$ cat src/rtl/traffic_phase_controller_pkg.sv
// Shared types for the traffic phase controller: state encodings, interval selects, lamp codes
// and the per-state output table used by the sequencer.
package tlc_pkg;

    typedef enum logic [2:0] {
        MAIN_G     = 3'd0,
        MAIN_Y     = 3'd1,
        WALK       = 3'd2,
        SIDE_G     = 3'd3,
        SIDE_G_EXT = 3'd4,
        SIDE_Y     = 3'd5
    } tlc_state_e;

    localparam logic [1:0] SEL_BASE = 2'b00;
    localparam logic [1:0] SEL_EXT  = 2'b01;
    localparam logic [1:0] SEL_YEL  = 2'b10;

    localparam logic [2:0] LAMP_R = 3'b100;
    localparam logic [2:0] LAMP_Y = 3'b010;
    localparam logic [2:0] LAMP_G = 3'b001;

    typedef struct packed {
        logic [1:0] sel;
        logic [2:0] main_light;
        logic [2:0] side_light;
        logic       walk_lamp;
    } tlc_out_t;

    // Everything starts all-red so a state can only open one road explicitly.
    function automatic tlc_out_t state_outputs(tlc_state_e s);
        tlc_out_t o;
        o.sel        = SEL_BASE;
        o.main_light = LAMP_R;
        o.side_light = LAMP_R;
        o.walk_lamp  = 1'b0;
        case (s)
            MAIN_G: o.main_light = LAMP_G;
            MAIN_Y: begin
                o.sel        = SEL_YEL;
                o.main_light = LAMP_Y;
            end
            WALK: begin
                o.sel       = SEL_EXT;
                o.walk_lamp = 1'b1;
            end
            SIDE_G: o.side_light = LAMP_G;
            SIDE_G_EXT: begin
                o.sel        = SEL_EXT;
                o.side_light = LAMP_G;
            end
            SIDE_Y: begin
                o.sel        = SEL_YEL;
                o.side_light = LAMP_Y;
            end
            default: o.main_light = LAMP_G;
        endcase
        return o;
    endfunction

endpackage

$ cat src/rtl/traffic_phase_controller_if.sv
// Signal bundle between the phase controller (master) and the Timer / sensors / lamp drivers (slave).
interface traffic_phase_controller_if;

    logic       expired;
    logic       sensor;
    logic       walk_request;
    logic       start_timer;
    logic [1:0] interval_sel;
    logic [2:0] main_light;
    logic [2:0] side_light;
    logic       walk_lamp;
    logic [2:0] phase;

    modport master (
        input  expired, sensor, walk_request,
        output start_timer, interval_sel, main_light, side_light, walk_lamp, phase
    );

    modport slave (
        output expired, sensor, walk_request,
        input  start_timer, interval_sel, main_light, side_light, walk_lamp, phase
    );

endinterface

$ cat src/rtl/traffic_phase_controller_start_arm.sv
// Registers the one-cycle Timer start pulse and re-arms expiry acceptance BLANK_CYCLES cycles
// after the pulse falls, hiding the Timer's reload latency from the sequencer.
module tlc_start_arm #(
    parameter int unsigned BLANK_CYCLES = 1   // legal 1..3
) (
    input  logic clk,
    input  logic reset_global,
    input  logic i_phase_entry,
    output logic o_start_timer,
    output logic o_armed
);

    localparam logic [1:0] LP_LAST = 2'(BLANK_CYCLES - 1);

    logic       r_start_timer;
    logic       r_armed;
    logic [1:0] r_blank_cnt;

    // NOTE: non-blocking assignments here so every register samples pre-edge values; blocking
    // would let later statements see this edge's updates and skew the pulse/arm timing.
    always_ff @(posedge clk) begin
        if (!reset_global) begin
            r_start_timer <= 1'b0;
            r_armed       <= 1'b0;
            r_blank_cnt   <= 2'd0;
        end else begin
            r_start_timer <= i_phase_entry;
            if (i_phase_entry || r_start_timer) begin
                r_armed     <= 1'b0;
                r_blank_cnt <= 2'd0;
            end else if (!r_armed) begin
                if (r_blank_cnt == LP_LAST) begin
                    r_armed <= 1'b1;
                end else begin
                    r_blank_cnt <= r_blank_cnt + 2'd1;
                end
            end
        end
    end

    assign o_start_timer = r_start_timer;
    assign o_armed       = r_armed;

endmodule

$ cat src/rtl/traffic_phase_controller.sv
// Main sequencing FSM of the traffic light controller: steps through the phases on Timer expiry.
// Define TLC_WALK_EN to build the pedestrian WALK phase; otherwise walk_request is ignored.
module traffic_phase_controller
    import tlc_pkg::*;
#(
    parameter int unsigned BLANK_CYCLES = 1   // legal 1..3
) (
    input  logic                        clk,
    input  logic                        reset_global,
    traffic_phase_controller_if.master  bus
);

    tlc_state_e r_state;
    tlc_out_t   r_out;
    logic       r_kick;
    logic       r_sensor_pend;
`ifdef TLC_WALK_EN
    logic       r_walk_pend;
`endif

    tlc_state_e w_next;
    logic       w_legal;
    logic       w_armed;
    logic       w_start_timer;
    logic       w_take;
    logic       w_phase_entry;

    tlc_start_arm #(
        .BLANK_CYCLES (BLANK_CYCLES)
    ) u_start_arm (
        .clk           (clk),
        .reset_global  (reset_global),
        .i_phase_entry (w_phase_entry),
        .o_start_timer (w_start_timer),
        .o_armed       (w_armed)
    );

    // NOTE: defaults are assigned first so no path leaves an output unassigned (no latch).
    always_comb begin
        w_next  = MAIN_G;
        w_legal = 1'b1;
        case (r_state)
            MAIN_G:     w_next = r_sensor_pend ? MAIN_Y : MAIN_G;
`ifdef TLC_WALK_EN
            MAIN_Y:     w_next = r_walk_pend ? WALK : SIDE_G;
            WALK:       w_next = SIDE_G;
`else
            MAIN_Y:     w_next = SIDE_G;
`endif
            SIDE_G:     w_next = bus.sensor ? SIDE_G_EXT : SIDE_Y;
            SIDE_G_EXT: w_next = SIDE_Y;
            SIDE_Y:     w_next = MAIN_G;
            default: begin
                w_next  = MAIN_G;
                w_legal = 1'b0;
            end
        endcase
    end

    assign w_take        = w_armed & bus.expired;
    assign w_phase_entry = r_kick | w_take | ~w_legal;

    always_ff @(posedge clk) begin
        if (!reset_global) begin
            r_state       <= MAIN_G;
            r_out         <= state_outputs(MAIN_G);
            r_kick        <= 1'b1;
            r_sensor_pend <= 1'b0;
`ifdef TLC_WALK_EN
            r_walk_pend   <= 1'b0;
`endif
        end else begin
            r_kick <= 1'b0;
            if (w_take || !w_legal) begin
                r_state <= w_next;
                r_out   <= state_outputs(w_next);
            end

            // Set beats clear: a request seen on the exit edge is kept for the next round.
            if (r_state == MAIN_G && bus.sensor) begin
                r_sensor_pend <= 1'b1;
            end else if (w_take && w_next == MAIN_Y) begin
                r_sensor_pend <= 1'b0;
            end
`ifdef TLC_WALK_EN
            if (r_state != WALK && bus.walk_request) begin
                r_walk_pend <= 1'b1;
            end else if (r_state == WALK && w_take) begin
                r_walk_pend <= 1'b0;
            end
`endif
        end
    end

    assign bus.start_timer  = w_start_timer;
    assign bus.interval_sel = r_out.sel;
    assign bus.main_light   = r_out.main_light;
    assign bus.side_light   = r_out.side_light;
    assign bus.phase        = r_state;
`ifdef TLC_WALK_EN
    assign bus.walk_lamp    = r_out.walk_lamp;
`else
    logic w_unused_walk;
    assign w_unused_walk    = r_out.walk_lamp ^ bus.walk_request;
    assign bus.walk_lamp    = 1'b0;
`endif

endmodule

$ cat src/flat_wrapper.sv
// flat-port wrapper written by rule: the top's interface ports become plain ports
module traffic_phase_controller_flat import tlc_pkg::*;
#(
    parameter int unsigned BLANK_CYCLES = 1                
)
  (clk, reset_global, bus_expired, bus_sensor, bus_walk_request, bus_start_timer, bus_interval_sel, bus_main_light, bus_side_light, bus_walk_lamp, bus_phase);
  traffic_phase_controller_if bus_i ();
  input  logic clk;
  input  logic reset_global;
  input wire logic [$bits(bus_i.expired)-1:0] bus_expired;
  input wire logic [$bits(bus_i.sensor)-1:0] bus_sensor;
  input wire logic [$bits(bus_i.walk_request)-1:0] bus_walk_request;
  output wire logic [$bits(bus_i.start_timer)-1:0] bus_start_timer;
  output wire logic [$bits(bus_i.interval_sel)-1:0] bus_interval_sel;
  output wire logic [$bits(bus_i.main_light)-1:0] bus_main_light;
  output wire logic [$bits(bus_i.side_light)-1:0] bus_side_light;
  output wire logic [$bits(bus_i.walk_lamp)-1:0] bus_walk_lamp;
  output wire logic [$bits(bus_i.phase)-1:0] bus_phase;
  assign bus_i.expired = bus_expired;
  assign bus_i.sensor = bus_sensor;
  assign bus_i.walk_request = bus_walk_request;
  assign bus_start_timer = bus_i.start_timer;
  assign bus_interval_sel = bus_i.interval_sel;
  assign bus_main_light = bus_i.main_light;
  assign bus_side_light = bus_i.side_light;
  assign bus_walk_lamp = bus_i.walk_lamp;
  assign bus_phase = bus_i.phase;
  traffic_phase_controller #(.BLANK_CYCLES(BLANK_CYCLES)) u_core (.clk(clk), .reset_global(reset_global), .bus(bus_i));
endmodule
$ cat config.mk
export PLATFORM = sky130hd
export DESIGN_NAME = traffic_phase_controller_flat
export DESIGN_NICKNAME = d
export VERILOG_FILES = /design/src/rtl/traffic_phase_controller_pkg.sv /design/src/rtl/traffic_phase_controller_if.sv /design/src/rtl/traffic_phase_controller_start_arm.sv /design/src/rtl/traffic_phase_controller.sv /design/src/flat_wrapper.sv
export SDC_FILE = /design/constraint.sdc
export NUM_CORES = 1
export LEC_CHECK = 0
export ABC_AREA = 1
export CORE_MARGIN = 1
export CORE_UTILIZATION = 45
export CTS_BUF_LIST = sky130_fd_sc_hd__clkbuf_8
export DETAILED_ROUTE_END_ITERATION = 7
export DONT_BUFFER_PORTS = 1
export MAX_ROUTING_LAYER = met4
export PLACE_DENSITY_LB_ADDON = 0.15
export SLEW_MARGIN = 30
export SYNTH_ARGS = -nofsm -noshare
export SYNTH_HDL_FRONTEND = slang
export SYNTH_SLANG_ARGS = --single-unit
$ cat constraint.sdc
create_clock -name clk -period 1.5 [get_ports clk]
set_clock_uncertainty 0.2 [all_clocks]
set_input_delay 0.45 -clock clk [delete_from_list [all_inputs] [get_ports clk]]
set_output_delay 0.45 -clock clk [all_outputs]
set_load 0.02 [all_outputs]
==> reports/metrics.yaml, run 1 <==
setup_path:
  required_ns: 0.85
  slowest_stage: "dfxtp_2"
  critPathCaptureType: "primary output"
  cp.buffers_inverters: 1
  slowest_delay_ns: 0.38
  startpoint_type: "flip-flop"
  arrival_ns: 0.79
  r2r_slack_ns: 0.11
  path_delay_family: "flip-flops"
  worstPathMaxFanout: 5
  ff2ff_path_depth: 6
  reg2reg_from: "u_core.bus.phase[2]"
  r2r_end: "u_core.bus.interval_sel[1]"
  crit_chain: "buf_4"
  criticalPathCategory: "reg -> out"
grt:
  track_usage_pct: 18.4
  grt_antenna_before_repair: 0
  grt_pass1_wl_mm: 1.88
  overflow: 0
  grt_max_degree: 11
  grt_pass1_vias: 445
die:
  die_height_um: 41.4
  die_w_um: 41.4
  io_pins: 18
  start_util_pct: 51.0
  placementRows: 13
  design.die.area_um2: 1710
  core_um2: 1370
placement:
  globalplace.congestion: 0.731
  placed_cells: 109
  place_area_um2: 734
  port_buffers: 0
  dp.final_hpwl_um: 957
timing:
  hold_violations: 0
  fmax_ghz: 0.694
  setup_violations: 0
  rsz0062_at_grt: "false"
  finalMaxSlewViolations: 0
  finalSetupTns_ns: 0
  fin_crit_sh_pct: 96.1
  layout_min_cycle_time_ns: 1.44
clock_network:
  cts_hold_buffers: 0
  cts_tree: "yes"
  path_clk_slew_ns: 0.06
  clkLatencyLatePin_ns: 0.25
  cts-root-buf: "clkbuf_8"
  cts_buffers: 3
  cts_htree_levels: 1
  cts.sinks: 17
  post_cts_buffers: 0
  clockBufferDepth: 2
finish:
  diodes: 0
  design_area_um2: 783
  fin_nets: 105
  fill_cells: 140
  area_growth_pct: 12.4
  multi_input_area_um2: 309
  layout.cells.non_filler: 113
  ff_latch_area_um2: 344
  drive_gt1_share_pct: 16.3
drt:
  ant_nets: 0
  topRoutingLayerUsed: "met4"
  dr_wl_met3_um: 80
  routedWlPerCell_um: 11.4
  wirelength_mm: 1.28
  wl_met1_um: 656
  drc_errors: 0
  via_per_inst: 5.04
  dr.pass1.iters: 3
  initialDrtViolationCount: 6
  dr_wl_met2_um: 513
  vias: 569
synthesis:
  syn-num-nets: 98
  post_synth_num_cell_types: 21
  synth_seq_area_share_pct: 48.8
  syn_inst: 92
  syn_area_um2: 697
  avgSynthCellArea_um2: 7.58
  synth_seq_cells: 17
  synth_warnings: 0
worst_hold_path:
  min_path_type: "in -> reg"
  hold_path_end: "u_core.bus.side_light[2]"
  hold_start: "reset_global"
  holdPathStages: 1
pwr:
  power_density_nw_per_um2: 1090
  ir_drop_uv: 772
  p_leak_uw: 0.000330
run_status:
  run_status: "completed"
flow_run:
  drv_cap: 0
-- stage by stage --
step | utilization, % | total power, uW | hold WS [ns] | setup slack [ns]
after floorplan | - | 530 | 0.227 | 0.0667
after global placement | 53.8 | 539 | 0.242 | 0.107
after detailed placement | 53.8 | 539 | 0.248 | 0.107
after CTS | 57.2 | 868 | 0.0618 | 0.0226
after global routing | 57.3 | 896 | 0.0626 | 0.00770
final | 57.3 | 854 | 0.0674 | 0.0592
-- worst max-delay path by stage --
stage	endpoint	slack (ns)	start	cells past startpoint
2_1_floorplan	u_core.bus.side_light[0]	0.07	u_core.bus.phase[2]	9
3_3_place_gp	u_core.bus.interval_sel[1]	0.11	u_core.bus.phase[2]	6
3_5_place_dp	u_core.bus.interval_sel[1]	0.11	u_core.bus.phase[0]	6
4_1_cts	bus_phase[1]	0.02	u_core.bus.phase[1]	1
5_1_grt	u_core.bus.interval_sel[0]	0.008	u_core.bus.phase[0]	5
6_report	bus_phase[2]	0.06	u_core.bus.phase[2]	1
-- Yosys cell counts, drive strengths merged --
library cell / instances / area [um^2]
clkbuf: 1 / 3.75
ha: 1 / 12.5
inv: 9 / 36.3
a31oi: 2 / 12.5
conb: 1 / 3.75
nand3b: 1 / 7.51
buf: 1 / 7.51
nand4: 1 / 6.26
or2: 1 / 8.76
a21oi: 10 / 50.1
nand3: 6 / 30.0
xor2: 1 / 8.76
dfxtp: 17 / 340
nor3: 1 / 5.00
nor2: 12 / 50.1
nand2: 23 / 93.8
o21ai: 4 / 20.0
-- layout by cell type (no fill, tap or decap), types with 2 or more instances in the layout --
cell type	Yosys	routed
nor2_2	2	2
inv_1	7	8
nand2_1	22	22
o21ai_0	4	4
dfxtp_1	17	14
buf_4	1	4
nand3_1	6	6
nor2_1	10	10
clkbuf_8	0	3
a31oi_1	2	2
a21oi_1	10	10
dfxtp_2	0	3
-- logic make-up (layout without fill, tap and decap cells) --
group / after synthesis / after routing / synth area share, %
fa+ha+maj: 1 / 1 / 1.80
xor+xnor: 1 / 1 / 1.26
buf+inv: 11 / 17 / 6.82
other cells: 1 / 1 / 0.538
flops: 17 / 17 / 48.8
simple gates: 45 / 45 / 28.9
compound gates: 16 / 16 / 11.8
-- timing repair --
item,in CTS,in global routing
pin swaps,0,0
setup endpoints to repair,2,5
resized for setup,2,1
endpoints found under the hold margin,0,0
-- state kept, by name, indices dropped and copies added, names as in the netlist --
signal                            flops
u_core.u_start_arm.r_blank_cnt        2
u_core.u_start_arm.o_armed            1
u_core.bus.interval_sel               2
u_core.r_kick                         1
u_core.r_sensor_pend                  1
u_core.bus.side_light                 3
u_core.bus.main_light                 3
u_core.bus.phase                      3
u_core.u_start_arm.o_start_timer      1
-- area by class of cell --
cell class                      instances  share of cell area, %
Clock buffer                            3                   5.27
Clock inverter                          1                  0.479
Inverter                                9                   4.63
Multi-Input combinational cell         64                   39.5
Sequential cell                        17                   43.9
Tap cell                               15                   2.40
Timing Repair Buffer                    4                   3.83
-- power breakdown --
group | internal [uW] | switching (uW) | total [uW]
Combinational | 16.1 | 30.7 | 46.8
Clock | 181 | 144 | 325
Sequential | 465 | 16.9 | 482
-- layer usage --
layer / vias up / track usage, %
li1: 309 / -
met1: 241 / 23.4
met2: 15 / 23.4
met3: 4 / 7.45
met4: 0 / 12.1
met5: - / -
(Power assumes the default switching activity.)
==> run 2: changes to the inputs <==
--- a/config.mk
+++ b/config.mk
@@ -8,11 +8,10 @@
 export ABC_AREA = 1
 export CORE_MARGIN = 1
 export CORE_UTILIZATION = 45
-export CTS_BUF_LIST = sky130_fd_sc_hd__clkbuf_8
 export DETAILED_ROUTE_END_ITERATION = 7
 export DONT_BUFFER_PORTS = 1
 export MAX_ROUTING_LAYER = met4
-export PLACE_DENSITY_LB_ADDON = 0.15
+export PLACE_DENSITY = 0.69
 export SLEW_MARGIN = 30
 export SYNTH_ARGS = -nofsm -noshare
 export SYNTH_HDL_FRONTEND = slang
==> constraint.sdc (replaced) <==
create_clock -name clk -period 1.7 [get_ports clk]
set_clock_uncertainty 0.2 [all_clocks]
set_input_delay 0.51 -clock clk [delete_from_list [all_inputs] [get_ports clk]]
set_output_delay 0.51 -clock clk [all_outputs]
set_load 0.02 [all_outputs]
==> reports/metrics.yaml, run 2 (synthesis gave the netlist of run 1 again) <==
drt:
  via_per_inst: 5.16  # was 5.04
  dr.pass1.iters: 4  # was 3
  initialDrtViolationCount: 9  # was 6
  drc_errors: 0  # unchanged
  wirelength_mm: 1.23  # was 1.28 mm
  ant_nets: 0  # unchanged
  vias: 578  # was 569
  routedWlPerCell_um: 11.0  # was 11.4 um
setup_path:
  worst-path-stages: 1  # unchanged
  ff2ff_path_depth: 6  # unchanged
  crit_path_end: "bus_phase[0]"  # was bus_phase[2]
  slowest_delay_ns: 0.44  # was 0.38 ns
  crit_chain: "buf_4"  # unchanged
  r2r_slack_ns: 0.27  # was 0.11 ns
  required_ns: 0.99  # was 0.85 ns
  worstPathMaxFanout: 6  # was 5
  startpoint_type: "flip-flop"  # unchanged
  criticalPathCategory: "reg -> out"  # unchanged
  cp-startpoint: "u_core.bus.phase[0]"  # was u_core.bus.phase[2]
  cp.buffers_inverters: 1  # unchanged
  critPathCaptureType: "primary output"  # unchanged
  reg2reg_from: "u_core.bus.phase[0]"  # was u_core.bus.phase[2]
  arrival_ns: 0.91  # was 0.79 ns
  slowest_stage: "dfxtp_1"  # was dfxtp_2
  r2r_end: "u_core.bus.interval_sel[1]"  # unchanged
  path_delay_family: "flip-flops"  # unchanged
clock_network:
  path_clk_slew_ns: 0.09  # was 0.06 ns
  clockBufferDepth: 2  # unchanged
  cts.sinks: 17  # unchanged
  cts_buffers: 3  # unchanged
  cts_hold_buffers: 0  # unchanged
  clkLatencyLatePin_ns: 0.28  # was 0.25 ns
  cts_tree: "yes"  # unchanged
  cts-root-buf: "clkbuf_4"  # was clkbuf_8
  post_cts_buffers: 0  # unchanged
  cts.repair.resized: 0  # was 2
  cts_htree_levels: 1  # unchanged
die:
  die_w_um: 41.4  # unchanged
  placementRows: 13  # unchanged
  core_um2: 1370  # unchanged
  design.die.area_um2: 1710  # unchanged
  start_util_pct: 51.0  # unchanged
  io_pins: 18  # unchanged
  die_height_um: 41.4  # unchanged
grt:
  grt_pass1_vias: 448  # was 445
  grt_pass1_wl_mm: 1.88  # about the same
  track_usage_pct: 17.9  # was 18.4%
  overflow: 0  # unchanged
  grt_antenna_before_repair: 0  # unchanged
  grt_max_degree: 12  # was 11
finish:
  diodes: 0  # unchanged
  layout.cells.non_filler: 112  # was 113
  drive_gt1_share_pct: 12.4  # was 16.3%
  fin_util_pct: 55.1  # was 57.3%
  mostFrequentLayoutCell: "nand2_1"  # unchanged
  fin_nets: 104  # was 105
  final_cell_mix: "nand2_1, dfxtp_1, nor2_1, a21oi_1, inv_1"  # unchanged
  area_growth_pct: 8.08  # was 12.4%
placement:
  globalplace.congestion: 0.747  # was 0.731
  dpl_worst_slack_ns: 0.232  # was 0.107 ns
  placed_cells: 108  # was 109
  port_buffers: 0  # unchanged
  dp.final_hpwl_um: 925  # was 957 um
worst_hold_path:
  holdPathStages: 1  # unchanged
  min_path_type: "in -> reg"  # unchanged
pwr:
  p_leak_uw: 0.000312  # was 0.000330 uW
  power_density_nw_per_um2: 892  # was 1090 nW/um^2
  ir_drop_uv: 478  # was 772 uV
run_status:
  run_status: "completed"  # unchanged
timing:
  fin_crit_sh_pct: 95.2
  layout_min_cycle_time_ns: 1.62
  finalSetupTns_ns: 0  # unchanged
  fin_ws_ns: 0.0816  # was 0.0592 ns
  rsz0062_at_grt: "false"  # unchanged
  finalMaxSlewViolations: 0  # unchanged
  hold_violations: 0  # unchanged
  fmax_ghz: 0.618
  holdWs_ns: 0.0906  # was 0.0674 ns
  setup_violations: 0  # unchanged
flow_run:
  drv_cap: 0  # unchanged
run 2: worst min-delay path by stage:
stage,startpoint,to
2_1_floorplan,u_core.r_kick,u_core.u_start_arm.o_start_timer
3_3_place_gp,u_core.r_kick,u_core.u_start_arm.o_start_timer
3_5_place_dp,u_core.r_kick,u_core.u_start_arm.o_start_timer
4_1_cts,reset_global,u_core.bus.side_light[2]
5_1_grt,reset_global,u_core.bus.side_light[2]
6_report,reset_global,u_core.bus.side_light[2]
run 2: layout make-up:
cell class	count	area (um^2)
inverters	9	36.3
clock buffers	4	26.3
multi-input cells	64	309
flip-flops and latches	17	340
well taps	15	18.8
repair buffers	3	22.5
fillers	138	613
run 2: where the power goes:
group / total (uW) / switching (uW) / internal [uW]
combinational: 39.6 / 26.9 / 12.7
sequential: 425 / 15.0 / 410
clock: 207 / 116 / 91.2
total: 672 / 158 / 514
run 2: routing by layer:
layer,track usage (%),vias up,part of all wire [%]
met2,23.0,14,40
met5,-,-,0
met4,9.68,0,2.8
met1,24.7,254,52
li1,-,305,-
met3,5.32,5,5.8
run 2: metrics by stage:
step                      area (um^2)  total power, uW
after floorplan                   697              467
after global placement            727              473
after detailed placement          727              474
after CTS                         753              679
after global routing              753              704
final                             753              672
